--- src/rtl/sgpr_pkg.sv ---
// Shared types and sizing helpers for the lockstep GPR write-back controller.
package sgpr_pkg;

    localparam int unsigned SGPR_DW       = 32;
    localparam int unsigned DEF_MAX_SKEW  = 4;
    localparam int unsigned DEF_MAX_RETRY = 3;

    function automatic int unsigned cnt_w(input int unsigned max_val);
        return $clog2(max_val + 1);
    endfunction

    localparam int unsigned SKEW_CNT_W  = cnt_w(DEF_MAX_SKEW);
    localparam int unsigned RETRY_CNT_W = cnt_w(DEF_MAX_RETRY);

    typedef enum logic [2:0] {
        IDLE,
        WAIT_A,
        WAIT_B,
        COMPARE,
        RECOVER,
        FATAL
    } ctrl_state_e;

    // The data field width is fixed to SGPR_DW; instantiate the controller with DATA_WIDTH == SGPR_DW.
    typedef struct packed {
        logic [4:0]         addr;
        logic [SGPR_DW-1:0] data;
    } sgpr_wr_t;

endpackage

--- src/rtl/sgpr_commit_ctrl_if.sv ---
// Core-pair write ports plus shared-GPR commit and recovery signalling.
interface sgpr_commit_ctrl_if #(
    parameter int unsigned DATA_WIDTH = 32,
    parameter int unsigned CNT_W      = 8
);
    logic                  we_a_i;
    logic [4:0]            addr_a_i;
    logic [DATA_WIDTH-1:0] data_a_i;
    logic                  we_b_i;
    logic [4:0]            addr_b_i;
    logic [DATA_WIDTH-1:0] data_b_i;
    logic                  recover_done_i;
    logic                  stall_a_o;
    logic                  stall_b_o;
    logic                  commit_we_o;
    logic [4:0]            commit_addr_o;
    logic [DATA_WIDTH-1:0] commit_data_o;
    logic                  rollback_o;
    logic                  fatal_o;
    logic [CNT_W-1:0]      err_count_o;

    modport master (
        output we_a_i, addr_a_i, data_a_i, we_b_i, addr_b_i, data_b_i, recover_done_i,
        input  stall_a_o, stall_b_o, commit_we_o, commit_addr_o, commit_data_o,
               rollback_o, fatal_o, err_count_o
    );

    modport slave (
        input  we_a_i, addr_a_i, data_a_i, we_b_i, addr_b_i, data_b_i, recover_done_i,
        output stall_a_o, stall_b_o, commit_we_o, commit_addr_o, commit_data_o,
               rollback_o, fatal_o, err_count_o
    );
endinterface

--- src/rtl/sgpr_capture.sv ---
// Single-side write capture slot: holds one pending GPR write until cleared.
module sgpr_capture
    import sgpr_pkg::*;
(
    input  logic     clk_i,
    input  logic     rst_i,
    input  logic     load_i,
    input  logic     clr_i,
    input  sgpr_wr_t wr_i,
    output logic     valid_o,
    output sgpr_wr_t wr_o
);

    always_ff @(posedge clk_i) begin
        if (rst_i || clr_i) begin
            valid_o <= 1'b0;
            wr_o    <= '0;
        end else if (load_i) begin
            valid_o <= 1'b1;
            wr_o    <= wr_i;
        end
    end

endmodule

--- src/rtl/sgpr_commit_ctrl.sv ---
// Lockstep write-back controller: pairs core A/B GPR writes, commits matches,
// and drives rollback/replay or a sticky fatal flag on divergence.
module sgpr_commit_ctrl
    import sgpr_pkg::*;
#(
    parameter int unsigned DATA_WIDTH = SGPR_DW,
    parameter int unsigned MAX_SKEW   = DEF_MAX_SKEW,
    parameter int unsigned MAX_RETRY  = DEF_MAX_RETRY,
    parameter int unsigned CNT_W      = 8
) (
    input logic              clk_i,
    input logic              rst_i,
    sgpr_commit_ctrl_if.slave bus
);

    localparam int unsigned SKEW_W  = cnt_w(MAX_SKEW);
    localparam int unsigned RETRY_W = cnt_w(MAX_RETRY);
    localparam logic [SKEW_W-1:0]  SKEW_LAST = SKEW_W'(MAX_SKEW - 1);
    localparam logic [RETRY_W-1:0] RETRY_LIM = RETRY_W'(MAX_RETRY);

    ctrl_state_e        state_q;
    logic [SKEW_W-1:0]  skew_q;
    logic [RETRY_W-1:0] retry_q;

    sgpr_wr_t wr_a_in, wr_b_in, slot_a, slot_b;
    logic     valid_a, valid_b;
    logic     load_a, load_b, clr_slots;
    logic     arrive, timeout, match, fail;

    always_comb begin
        wr_a_in   = '{addr: bus.addr_a_i, data: bus.data_a_i};
        wr_b_in   = '{addr: bus.addr_b_i, data: bus.data_b_i};
        load_a    = bus.we_a_i && (state_q == IDLE || state_q == WAIT_A);
        load_b    = bus.we_b_i && (state_q == IDLE || state_q == WAIT_B);
        arrive    = (state_q == WAIT_A && bus.we_a_i) || (state_q == WAIT_B && bus.we_b_i);
        // An arrival in the last allowed wait cycle beats the timeout.
        timeout   = (state_q == WAIT_A || state_q == WAIT_B) && !arrive && (skew_q == SKEW_LAST);
        match     = valid_a && valid_b && (slot_a == slot_b);
        fail      = (state_q == COMPARE && !match) || timeout;
        clr_slots = (state_q == COMPARE) || (state_q == RECOVER) || timeout;
    end

    sgpr_capture u_cap_a (
        .clk_i   (clk_i),
        .rst_i   (rst_i),
        .load_i  (load_a),
        .clr_i   (clr_slots),
        .wr_i    (wr_a_in),
        .valid_o (valid_a),
        .wr_o    (slot_a)
    );

    sgpr_capture u_cap_b (
        .clk_i   (clk_i),
        .rst_i   (rst_i),
        .load_i  (load_b),
        .clr_i   (clr_slots),
        .wr_i    (wr_b_in),
        .valid_o (valid_b),
        .wr_o    (slot_b)
    );

    always_ff @(posedge clk_i) begin
        if (rst_i) begin
            state_q           <= IDLE;
            skew_q            <= '0;
            retry_q           <= '0;
            bus.stall_a_o     <= 1'b0;
            bus.stall_b_o     <= 1'b0;
            bus.commit_we_o   <= 1'b0;
            bus.commit_addr_o <= '0;
            bus.commit_data_o <= '0;
            bus.rollback_o    <= 1'b0;
            bus.fatal_o       <= 1'b0;
            bus.err_count_o   <= '0;
        end else begin
            bus.commit_we_o <= 1'b0;
            bus.rollback_o  <= 1'b0;

            case (state_q)
                IDLE: begin
                    skew_q <= '0;
                    if (bus.we_a_i && bus.we_b_i) begin
                        state_q <= COMPARE;
                    end else if (bus.we_a_i) begin
                        state_q       <= WAIT_B;
                        bus.stall_a_o <= 1'b1;
                    end else if (bus.we_b_i) begin
                        state_q       <= WAIT_A;
                        bus.stall_b_o <= 1'b1;
                    end
                end
                WAIT_A: begin
                    if (bus.we_a_i) begin
                        state_q       <= COMPARE;
                        bus.stall_b_o <= 1'b0;
                        skew_q        <= '0;
                    end else begin
                        skew_q <= skew_q + 1'b1;
                    end
                end
                WAIT_B: begin
                    if (bus.we_b_i) begin
                        state_q       <= COMPARE;
                        bus.stall_a_o <= 1'b0;
                        skew_q        <= '0;
                    end else begin
                        skew_q <= skew_q + 1'b1;
                    end
                end
                COMPARE: begin
                    if (match) begin
                        state_q           <= IDLE;
                        retry_q           <= '0;
                        bus.commit_we_o   <= 1'b1;
                        bus.commit_addr_o <= slot_a.addr;
                        bus.commit_data_o <= slot_a.data;
                    end
                end
                RECOVER: begin
                    if (bus.recover_done_i) begin
                        state_q       <= IDLE;
                        bus.stall_a_o <= 1'b0;
                        bus.stall_b_o <= 1'b0;
                    end
                end
                FATAL: begin
                    state_q <= FATAL;
                end
                default: state_q <= IDLE;
            endcase

            // Compare mismatch and skew timeout share one escalation path.
            if (fail) begin
                skew_q        <= '0;
                retry_q       <= retry_q + 1'b1;
                bus.stall_a_o <= 1'b1;
                bus.stall_b_o <= 1'b1;
                if (bus.err_count_o != '1) begin
                    bus.err_count_o <= bus.err_count_o + 1'b1;
                end
                if (retry_q + 1'b1 == RETRY_LIM) begin
                    state_q     <= FATAL;
                    bus.fatal_o <= 1'b1;
                end else begin
                    state_q        <= RECOVER;
                    bus.rollback_o <= 1'b1;
                end
            end
        end
    end

endmodule

--- src/flat_wrapper.sv ---
// flat-port wrapper written by rule: the top's interface ports become plain ports
module sgpr_commit_ctrl_flat import sgpr_pkg::*;
#(
    parameter int unsigned DATA_WIDTH = SGPR_DW,
    parameter int unsigned MAX_SKEW   = DEF_MAX_SKEW,
    parameter int unsigned MAX_RETRY  = DEF_MAX_RETRY,
    parameter int unsigned CNT_W      = 8
)
  (clk_i, rst_i, bus_we_a_i, bus_addr_a_i, bus_data_a_i, bus_we_b_i, bus_addr_b_i, bus_data_b_i, bus_recover_done_i, bus_stall_a_o, bus_stall_b_o, bus_commit_we_o, bus_commit_addr_o, bus_commit_data_o, bus_rollback_o, bus_fatal_o, bus_err_count_o);
  sgpr_commit_ctrl_if #(.DATA_WIDTH(DATA_WIDTH), .CNT_W(CNT_W)) bus_i ();
  input logic clk_i;
  input logic rst_i;
  input wire logic [$bits(bus_i.we_a_i)-1:0] bus_we_a_i;
  input wire logic [$bits(bus_i.addr_a_i)-1:0] bus_addr_a_i;
  input wire logic [$bits(bus_i.data_a_i)-1:0] bus_data_a_i;
  input wire logic [$bits(bus_i.we_b_i)-1:0] bus_we_b_i;
  input wire logic [$bits(bus_i.addr_b_i)-1:0] bus_addr_b_i;
  input wire logic [$bits(bus_i.data_b_i)-1:0] bus_data_b_i;
  input wire logic [$bits(bus_i.recover_done_i)-1:0] bus_recover_done_i;
  output wire logic [$bits(bus_i.stall_a_o)-1:0] bus_stall_a_o;
  output wire logic [$bits(bus_i.stall_b_o)-1:0] bus_stall_b_o;
  output wire logic [$bits(bus_i.commit_we_o)-1:0] bus_commit_we_o;
  output wire logic [$bits(bus_i.commit_addr_o)-1:0] bus_commit_addr_o;
  output wire logic [$bits(bus_i.commit_data_o)-1:0] bus_commit_data_o;
  output wire logic [$bits(bus_i.rollback_o)-1:0] bus_rollback_o;
  output wire logic [$bits(bus_i.fatal_o)-1:0] bus_fatal_o;
  output wire logic [$bits(bus_i.err_count_o)-1:0] bus_err_count_o;
  assign bus_i.we_a_i = bus_we_a_i;
  assign bus_i.addr_a_i = bus_addr_a_i;
  assign bus_i.data_a_i = bus_data_a_i;
  assign bus_i.we_b_i = bus_we_b_i;
  assign bus_i.addr_b_i = bus_addr_b_i;
  assign bus_i.data_b_i = bus_data_b_i;
  assign bus_i.recover_done_i = bus_recover_done_i;
  assign bus_stall_a_o = bus_i.stall_a_o;
  assign bus_stall_b_o = bus_i.stall_b_o;
  assign bus_commit_we_o = bus_i.commit_we_o;
  assign bus_commit_addr_o = bus_i.commit_addr_o;
  assign bus_commit_data_o = bus_i.commit_data_o;
  assign bus_rollback_o = bus_i.rollback_o;
  assign bus_fatal_o = bus_i.fatal_o;
  assign bus_err_count_o = bus_i.err_count_o;
  sgpr_commit_ctrl #(.DATA_WIDTH(DATA_WIDTH), .MAX_SKEW(MAX_SKEW), .MAX_RETRY(MAX_RETRY), .CNT_W(CNT_W)) u_core (.clk_i(clk_i), .rst_i(rst_i), .bus(bus_i));
endmodule
--- config.mk ---
export PLATFORM = sky130hd
export DESIGN_NAME = sgpr_commit_ctrl_flat
export DESIGN_NICKNAME = d
export VERILOG_FILES = /design/src/rtl/sgpr_pkg.sv /design/src/rtl/sgpr_commit_ctrl_if.sv /design/src/rtl/sgpr_capture.sv /design/src/rtl/sgpr_commit_ctrl.sv /design/src/flat_wrapper.sv
export SDC_FILE = /design/constraint.sdc
export NUM_CORES = 1
export LEC_CHECK = 0
export ABC_AREA = 1
export CAP_MARGIN = 5
export CORE_MARGIN = 1
export CORE_UTILIZATION = 52
export DETAILED_ROUTE_END_ITERATION = 16
export PLACE_DENSITY_LB_ADDON = 0.12
export SYNTH_ARGS = -nofsm -noshare
export SYNTH_HDL_FRONTEND = slang
export SYNTH_HIERARCHICAL = 1
export SYNTH_SLANG_ARGS = --single-unit
--- constraint.sdc ---
create_clock -name clk_i -period 2.66 [get_ports clk_i]
set_clock_uncertainty 0.2 [all_clocks]
set_input_delay 0.266 -clock clk_i [delete_from_list [all_inputs] [get_ports clk_i]]
set_output_delay 0.266 -clock clk_i [all_outputs]
set_load 0.05 [all_outputs]
-- Word-level counts from Yosys, hierarchy flattened
Cells that the tools add are included.
- muxes and demuxes: 30
- equal/unequal tests: 18
- bitwise logic cells: 2
- reductions and logical operators: 36
- $add $sub $neg: 3
- operators with widths (kind ; count):
    $eq A37 B37 Y1 ; 1
    $mux W3 ; 10
    $ne A3 B2 Y1 const B ; 7
    $pmux W3 S6 ; 1
    $mux W1 ; 13
    $logic_and A1 B1 Y1 ; 10
    $reduce_and A5 Y1 ; 2
    $eq A3 B2 Y1 const B ; 3
    $pmux W3 S3 ; 1
    $add A8 B1 Y8 const B ; 1
    $logic_or A1 B1 Y1 ; 8
    $ne A8 B8 Y1 const B ; 1
    $reduce_and A2 Y1 ; 4
    $reduce_bool A4 Y1 ; 2
    $eq A3 B3 Y1 const B ; 2
    $mux W2 ; 3
    $pmux W1 S3 ; 2
    $reduce_and A6 Y1 ; 1
    $reduce_or A2 Y1 ; 3
    $ne A5 B4 Y1 const B ; 1
    $reduce_bool A2 Y1 ; 2
    $add A3 B1 Y3 const B ; 1
    $eq A3 B1 Y1 const B ; 1
    $logic_not A3 Y1 ; 1
    other kinds (6) ; 8
- register bits after elaboration: 134

-- Depth between registers and ports, before layout
- word-level depth: 9
- gate-level depth with buffers: 15
- mapped depth without buffers: 15

-- Modules after synthesis
The synthesis kept the hierarchy.
- modules (own cells, without submodules) (module ; area an instance (µm²) ; times used ; cells an instance):
    sgpr_commit_ctrl ; 3432.0 ; 1 ; 556
    sgpr_capture ; 1554.0 ; 2 ; 237

-- Worst setup path after synthesis
OpenSTA, ideal clock, no wires.
- path kind: register to register
- start: register u_core/bus.err_count_o[1] in the netlist's numbering
- end: register u_core/bus.err_count_o[0] in the netlist's numbering
- path slack: 0.622 ns
- required time: 2.390 ns
- period minus slack after synthesis: 2.038 ns
- arrival: 1.768 ns
- path buffers: 0
- cell stages (with the launch flop): 8
- cell sequence: dfxtp_1 -> ha_1 -> nand4_1 -> nor2_1 -> nand2_1 -> nand2_2 -> o21ai_0 -> a21oi_1
- longest elaborated chain between the ends: 2
- RTL lines (item ; line ; RTL):
    from (decl) ; sgpr_commit_ctrl_if.sv:31 ; rollback_o, fatal_o, err_count_o
    from (signal assigned) ; sgpr_commit_ctrl.sv:140 ; bus.err_count_o <= bus.err_count_o + 1'b1;
    $ne A8 B8 Y1 ; sgpr_commit_ctrl.sv:139 ; if (bus.err_count_o != '1) begin
    $reduce_and A2 Y1 (no line) ; -- ;
Every way passes these cells.
A chain may end at the register's enable or synchronous reset.

-- Worst setup path after layout
- start: register u_core/u_cap_b/wr_o[30] in the netlist's numbering
- end: register u_core.bus.commit_data_o[14]
- longest elaborated chain between the ends: 3
- RTL lines (item ; line ; RTL):
    from (decl) ; sgpr_capture.sv:11 ; output sgpr_wr_t wr_o
    from (signal assigned) ; sgpr_capture.sv:20 ; wr_o <= wr_i;
    $eq A37 B37 Y1 ; sgpr_commit_ctrl.sv:38 ; match = valid_a && valid_b && (slot_a == slot_b);
    $logic_and A1 B1 Y1 ; sgpr_commit_ctrl.sv:38 ;
    $reduce_and A2 Y1 (no line) ; -- ;
    to (signal assigned) ; sgpr_commit_ctrl.sv:117 ; bus.commit_data_o <= slot_a.data;
    to (decl) ; sgpr_commit_ctrl_if.sv:30 ; output stall_a_o, stall_b_o, commit_we_o, commit_addr_o, commit_data_o,
Every way passes these cells.

==> flow_summary.yaml <==
pwr:
  ir_worst_vdd_mv: 0.5127
  power.density_cell_area_nw_per_um2: 912.6
  total_leakage_power_nw: 4.091
place:
  portBuffers: 128
  dp.cells: 1297
  dp_hpwl_mm: 11.20
  finalWeightedCongestion: 0.8673
floorplanning:
  fp-row-count: 40
  ios: 129
  die_height_um: 114.1
  floorplan.initialDensity_pct: 54.00
  coreArea_um2: 12110
  die_width_um: 114.1
  dieArea_um2: 13030
global_route:
  antenna_found_initial: 0
  overflow: 0
  via_count_of_the_first_global_routing_pass: 5927
  globalRouteTotalUtil_pct: 26.82
  grt_first_pass_wirelength_mm: 27.60
  grt_start_max_net_pins: 76
clock_network:
  clkSlewWorstSetupHoldPaths_ns: 0.06
  cts_buffer_depth: 2
  clkSinkCount: 134
  cts_hold_buf: 0
  numCtsBuffers: 17
  cts_tree: "built"
  clock_tree.htree_level_count: 4
  post_cts_buffers: 0
  clkLatencyLatePin_ns: 0.41
  post_cts.resized_instances: 0
  clk_root_buffer_cell: "clkbuf_16"
critical_path:
  cp.required_ns: 2.79
  cp_data_arrival_time_ns: 2.40
  worst_r2r_startpoint: "u_core/u_cap_b/wr_o[30]"
  worst-path-max-fanout: 30
  worst-r2r-cell-count: 13
  critical_path.endpoint_type: "register"
  critical_path.startpoint: "u_core/u_cap_b/wr_o[30]"
  path_class: "register to register"
  start_kind: "register"
yosys:
  area_contributors_post_synth: "dfxtp_1 (41%), nand2_1 (17%), nor2_1 (12%), inv_1 (8.9%), a21oi_1 (3.3%)"
  synth-async-reset-ratio_pct: 0
  synth-edff-count: 0
  synth-main-ff-cell: "dfxtp_1"
  synth_nets: 1113
  post_synth_instance_area_um2: 6540
  synth_seq_area_share_pct: 41.02
  synthDominantCellAreaShare_pct: 41.02
  syn_avg_cell_area_um2: 6.350
  synth-seq-cells: 134
  ys_warn_count: 6
  syn_inst: 1030
  yosysTopAreaCell: "dfxtp_1"
  ys_types: 33
hold_path:
  hold_path_startpoint: "u_core/bus.stall_b_o"
  hold_depth: 2
  hold_class: "register to register"
sta:
  report.final.slew_viol_count: 0
  rsz0062_at_grt: "false"
  min_period_over_period_pct: 85.38
  max_slew.worst_pin.slew_ns: 0.5232
  timing.final.hold_violations: 0
  maxSlewHeadroom_pct: 65.12
  finalSetupViolCount: 0
  post-route-min-period_ns: 2.271
  totalNegativeSetupSlack_ns: 0
  max_freq_mhz: 440.3
  hold-worst-slack_ns: 0.2476
detailed_routing:
  wirelength_mm: 16.47
  count_of_routing_violations_after_the_opening_detailed_route_iteration: 380
  drt-wirelength-per-cell_um: 12.40
  route.detailed.drc: 0
  dr_total_vias: 6382
  antenna_left: 0
  drt_pre_antenna_iters: 5
  route.detailed.vias_per_inst: 4.802
cells_and_area:
  antenna-diode-count: 0
  most_common_cell_after_layout_fill_and_taps_aside: "nand2_1"
  finish.utilization_pct: 70.10
  syn_to_final_growth_pct: 29.83
  finish.net_count: 1231
  mostFrequentLayoutCells: "nand2_1 (304), nor2_1 (209), inv_1 (155)"
  drive_above_1_share_pct: 6.374
  instances_no_fill: 1329
run_status:
  status: "completed"
flow_run:
  timing.max_cap.violations: 0
critical path: stages (launching register included):
cell and delay [ns]:
dfxtp_1 0.39, inv_1 0.08, nand2_1 0.06, nand2_1 0.07, nor2_1 0.14, nand2_1 0.07, nor2_1 0.12, nand2_1 0.08
nor2_2 0.14, nand2_2 0.10, nor2_8 0.27, buf_12 0.22, o21ai_1 0.08, a21oi_1 0.16
report_power, final:
group | leakage [nW] | internal (mW) | switching (mW)
sequential | 1.10 | 2.41 | 0.326
combinational | 2.73 | 1.02 | 1.77
clock | 0.267 | 1.36 | 0.873
Yosys cell counts (2+ instances only):
library cell / n
nand2_1: 304
nand2_2: 6
xor2_1: 2
nor3b_1: 2
buf_2: 14
buf_4: 10
nor3_1: 2
xnor2_1: 7
nor2_1: 211
or2_2: 2
nor2_2: 5
a21oi_1: 43
a31oi_1: 2
ha_1: 4
o21ai_1: 33
o21ai_2: 2
buf_6: 9
o21a_1: 3
a22oi_1: 2
nand3_1: 24
o21ai_0: 17
inv_2: 16
inv_1: 155
nand4_1: 11
dfxtp_1: 134
clkbuf_1: 3
kinds of logic (layout without fill, tap and decap cells):
logic type	count (synthesis)	in the layout	synth area share [%]
AND/OR/NAND/NOR	571	571	34.69
buffers and inverters	208	339	13.81
flip-flops	134	134	41.02
AO/OA/AOI/OAI	104	104	8.514
XOR/XNOR	9	9	1.205
adder cells (fa/ha/maj)	4	4	0.7653
final cells by class:
type | count | area [um^2]
clock buffers | 21 | 470.5
multi-input cells | 688 | 2969
repair buffers | 136 | 1416
clock inverters | 11 | 100.1
flip-flops and latches | 134 | 2683
inverters | 171 | 641.9
fillers | 1098 | 3621
well taps | 168 | 210.2
metrics by stage:
stage	power (mW)	area (um^2)	setup WS, ns
5_1_grt	8.303	8491	0.1123
3_5_place_dp	5.495	7920	0.3426
4_1_cts	7.769	8491	0.4098
6_report	7.749	8491	0.3888
2_1_floorplan	4.789	6540	0.6222
3_3_place_gp	5.455	7920	0.3498
metal layers:
layer	up-vias	track usage, %	share of wire, %
met1	2831	35.39	46
li1	3329	-	-
met4	0	8.831	1.7
met2	200	44.16	47
met5	-	0	0
met3	22	5.082	5.6
final timing paths:
kind | to | slack, ns
worst min-delay path | u_core/bus.stall_b_o | 0.25
worst max-delay path | u_core/bus.commit_data_o[14] | 0.39
worst max register to register | u_core/bus.commit_data_o[14] | 0.39
worst min register to register | u_core/bus.stall_b_o | 0.25
registers in the layout, indices dropped and copies added (netlist names), 2 cells and up:
register                  cells
u_core/u_cap_a/wr_o          37
u_core/u_cap_b/wr_o          37
u_core/bus.commit_data_o     32
u_core/bus.err_count_o        8
u_core/bus.commit_addr_o      5
u_core/skew_q                 3
u_core/state_q                3
u_core/retry_q                2
Power figures use the tool's default switching activity.
==> patch (config.mk and constraints unchanged) <==
Change the package constant `DEF_MAX_RETRY` from 3 to 5.
--- a/src/rtl/sgpr_pkg.sv
+++ b/src/rtl/sgpr_pkg.sv
@@ -4,5 +4,5 @@
     localparam int unsigned SGPR_DW       = 32;
     localparam int unsigned DEF_MAX_SKEW  = 4;
-    localparam int unsigned DEF_MAX_RETRY = 3;
+    localparam int unsigned DEF_MAX_RETRY = 5;
 
     function automatic int unsigned cnt_w(input int unsigned max_val);
Function: changed (a bounded check fails within 10 cycles, from zero or initial values and one cycle with rst_i high).
==> patch against the unedited design <==
Sequential cell count grew 1; die area up 1.5%; fmax shrank 3.0%; area after synthesis increased by 1.6%; wire length decreased by 1.5%; global-route usage is 0.47 points lower; critical path depth decreased by 2; cell area increased by 1.2%; via count fell by 0.33%; power rose by 3.1%; first-iteration DRC count is 1.6% higher; sequential share of layout area decreased by 0.14 points; setup slack worse by 70 ps; largest cell class unchanged.
==> patch: results (changes against the unedited design) <==
GP Congestion: 0.896 (was 0.867)
reg-to-reg critical path startpoint: u_core/state_q[2]$_SDFFE_PP0P_ (was u_core/u_cap_b/wr_o[30]$_SDFFE_PP0P_)
status: finished clean (unchanged)
Peak VDD IR: 0.499 mV (was 0.513 mV)
Rel. slew slack: 63.0% (was 65.1%)
Max clock buf depth: 2 (unchanged)
share of layout cells above drive strength 1: 5.18% (was 6.37%)
initial antenna violation count: 0 (unchanged)
Clock transition at path regs: 60 ps (about the same)
postcts setup bufs: 0 (unchanged)
1st-iter DRT viols: 386 (was 380)
Root Driver: clkbuf_16 (unchanged)
Antenna diodes: 0 (unchanged)
Data arrival, critical path: 2490 ps (was 2400 ps)
H-tree level count: 4 (unchanged)
first drt pass iteration count: 5 (unchanged)
hold path depth: 5 (was 2)
worst reg2reg path depth: 11 (was 13)
Via density: 4.73 (was 4.80)
Synth area leaders: dfxtp_1 41%, nand2_1 16%, nor2_1 15%, inv_1 9.1%, o21ai_1 2.5% (was dfxtp_1 41%, nand2_1 17%, nor2_1 12%, inv_1 8.9%, a21oi_1 3.3%)
Regs by FF count: u_core/u_cap_a/wr_o x37, u_core/u_cap_b/wr_o x37, u_core/bus.commit_data_o x32 (unchanged)
post-cts sizing count: 0 (unchanged)
hold worst-path end: u_core/u_cap_a/wr_o[16]$_SDFFE_PP0P_ (was u_core/bus.stall_b_o$_SDFFE_PP0P_)
port buffer count: 128 (unchanged)
HP Class: primary input to flip-flop (was flip-flop to flip-flop)
FF-to-FF End: u_core/u_cap_a/wr_o[0]$_SDFFE_PP0P_ (was u_core/bus.commit_data_o[14]$_SDFFE_PP0P_)
clock buffer count from CTS: 17 (unchanged)
vias in the first global route: 5906 (was 5927)
post-synth net total: 1128 (was 1113)
Skew-Pair Late Insertion Delay: 420 ps
Leak: 4.05 nW (was 4.09 nW)
Syn. warnings: 6 (unchanged)
nets@finish: 1249 (was 1231)
CP max FO: 17 (was 30)
post-synth cell types: 32 (was 33)
top cells by count, synth: 275 x nand2_1, 268 x nor2_1, 161 x inv_1 (was 304 x nand2_1, 211 x nor2_1, 155 x inv_1)
pin count of the biggest net entering global routing: 76 (unchanged)
fill count: 1120 (was 1098)
Reg2Reg Setup Slack: 320 ps (was 390 ps)
routed length per instance: 12.1 um (was 12.4 um)
GRT Total Usage: 26.3% (was 26.8%)
dpl hpwl: 11600 um (was 11200 um)
switch share: 36.8% (was 38.3%)
origin of the worst min-delay path: bus_data_a_i[16] (was u_core/bus.stall_b_o$_SDFFE_PP0P_)
post-synthesis sequential area ratio: 40.7% (was 41.0%)
Post-synth ARST share: 0% (unchanged)
first-pass GRT wire length: 27300 um (was 27600 um)
hold_ws: 244 ps (was 248 ps)
## patch: cell count changes after synthesis, moves of 4 or more
cell,change
nor2_1,+57
nand2_1,-29
a21oi_1,-26
inv_2,-9
inv_1,+6
o22ai_1,+6
xnor2_1,+6
buf_2,-4
nor4_1,+4
## patch: how the worst max path moves through the flow
stage                                           startpoint                                      to  cells after the start
floorplan           u_core/bus.err_count_o[0]$_SDFFE_PP0P_  u_core/bus.err_count_o[2]$_SDFFE_PP0P_                      6
global placement                                bus_we_b_i     u_core/u_cap_a/wr_o[6]$_SDFFE_PP0P_                     10
detailed placement                              bus_we_b_i    u_core/u_cap_a/wr_o[12]$_SDFFE_PP0P_                     10
CTS                         u_core/state_q[2]$_SDFFE_PP0P_     u_core/u_cap_a/wr_o[6]$_SDFFE_PP0P_                     11
global route                u_core/state_q[2]$_SDFFE_PP0P_    u_core/u_cap_a/wr_o[11]$_SDFFE_PP0P_                     11
finish                      u_core/state_q[2]$_SDFFE_PP0P_     u_core/u_cap_a/wr_o[0]$_SDFFE_PP0P_                     11
## patch: worst max-delay path, cell delays in order (launching register included)
cell	delay, ps
dfxtp_1	460
inv_1	130
nand2_1	160
nor2_1	70
inv_2	80
nand2_4	70
a21oi_1	270
nand2_1	150
nor2_2	220
buf_4	260
nand2_1	80
nor2_1	110
## patch: layer usage
layer  wire, um  vias to the layer above  share of wire (%)  track usage (%)
met3        672                       23                4.1             4.48
met2       7790                      156                 48             45.0
li1           -                     3368                  -                -
met5          0                        -                  0                0
met1       7440                     2814                 46             33.0
met4        319                        0                2.0             10.8
## patch: power by group through the flow
stage          logic [W]  clock network [W]  registers, W
2_1_floorplan    0.00203                  0       0.00290
6_report         0.00270            0.00234       0.00296
3_3_place_gp     0.00263                  0       0.00297
4_1_cts          0.00269            0.00237       0.00295
3_5_place_dp     0.00266                  0       0.00299
5_1_grt          0.00311            0.00246       0.00302
## patch: cell families after synthesis
family	Yosys count	synth area share (%)
simple gates	602	36.0
fa+ha+maj	5	0.942
xor+xnor	16	2.11
buf+inv	208	13.9
compound gates	78	6.35
flops	135	40.7
## patch: through the flow
step                      setup slack, ps  area (um^2)  util (%)  cells
after floorplan                       537         6640         -   1044
after global placement                345         8000      65.5   1314
after detailed placement              263         8000      65.5   1314
after CTS                             307         8590      70.4   1345
after global routing                 87.4         8590      70.4   1345
final                                 319         8590      70.4   1345
## patch: layout make-up
| class | count | area, um^2 | area share (%) |
|---|---|---|---|
| Clock inverter | 9 | 125 | 1.46 |
| Tap cell | 168 | 210 | 2.45 |
| Clock buffer | 22 | 464 | 5.40 |
| Sequential cell | 135 | 2700 | 31.5 |
| Timing Repair Buffer | 139 | 1410 | 16.5 |
| Inverter | 171 | 643 | 7.48 |
| Multi-Input combinational cell | 701 | 3030 | 35.3 |
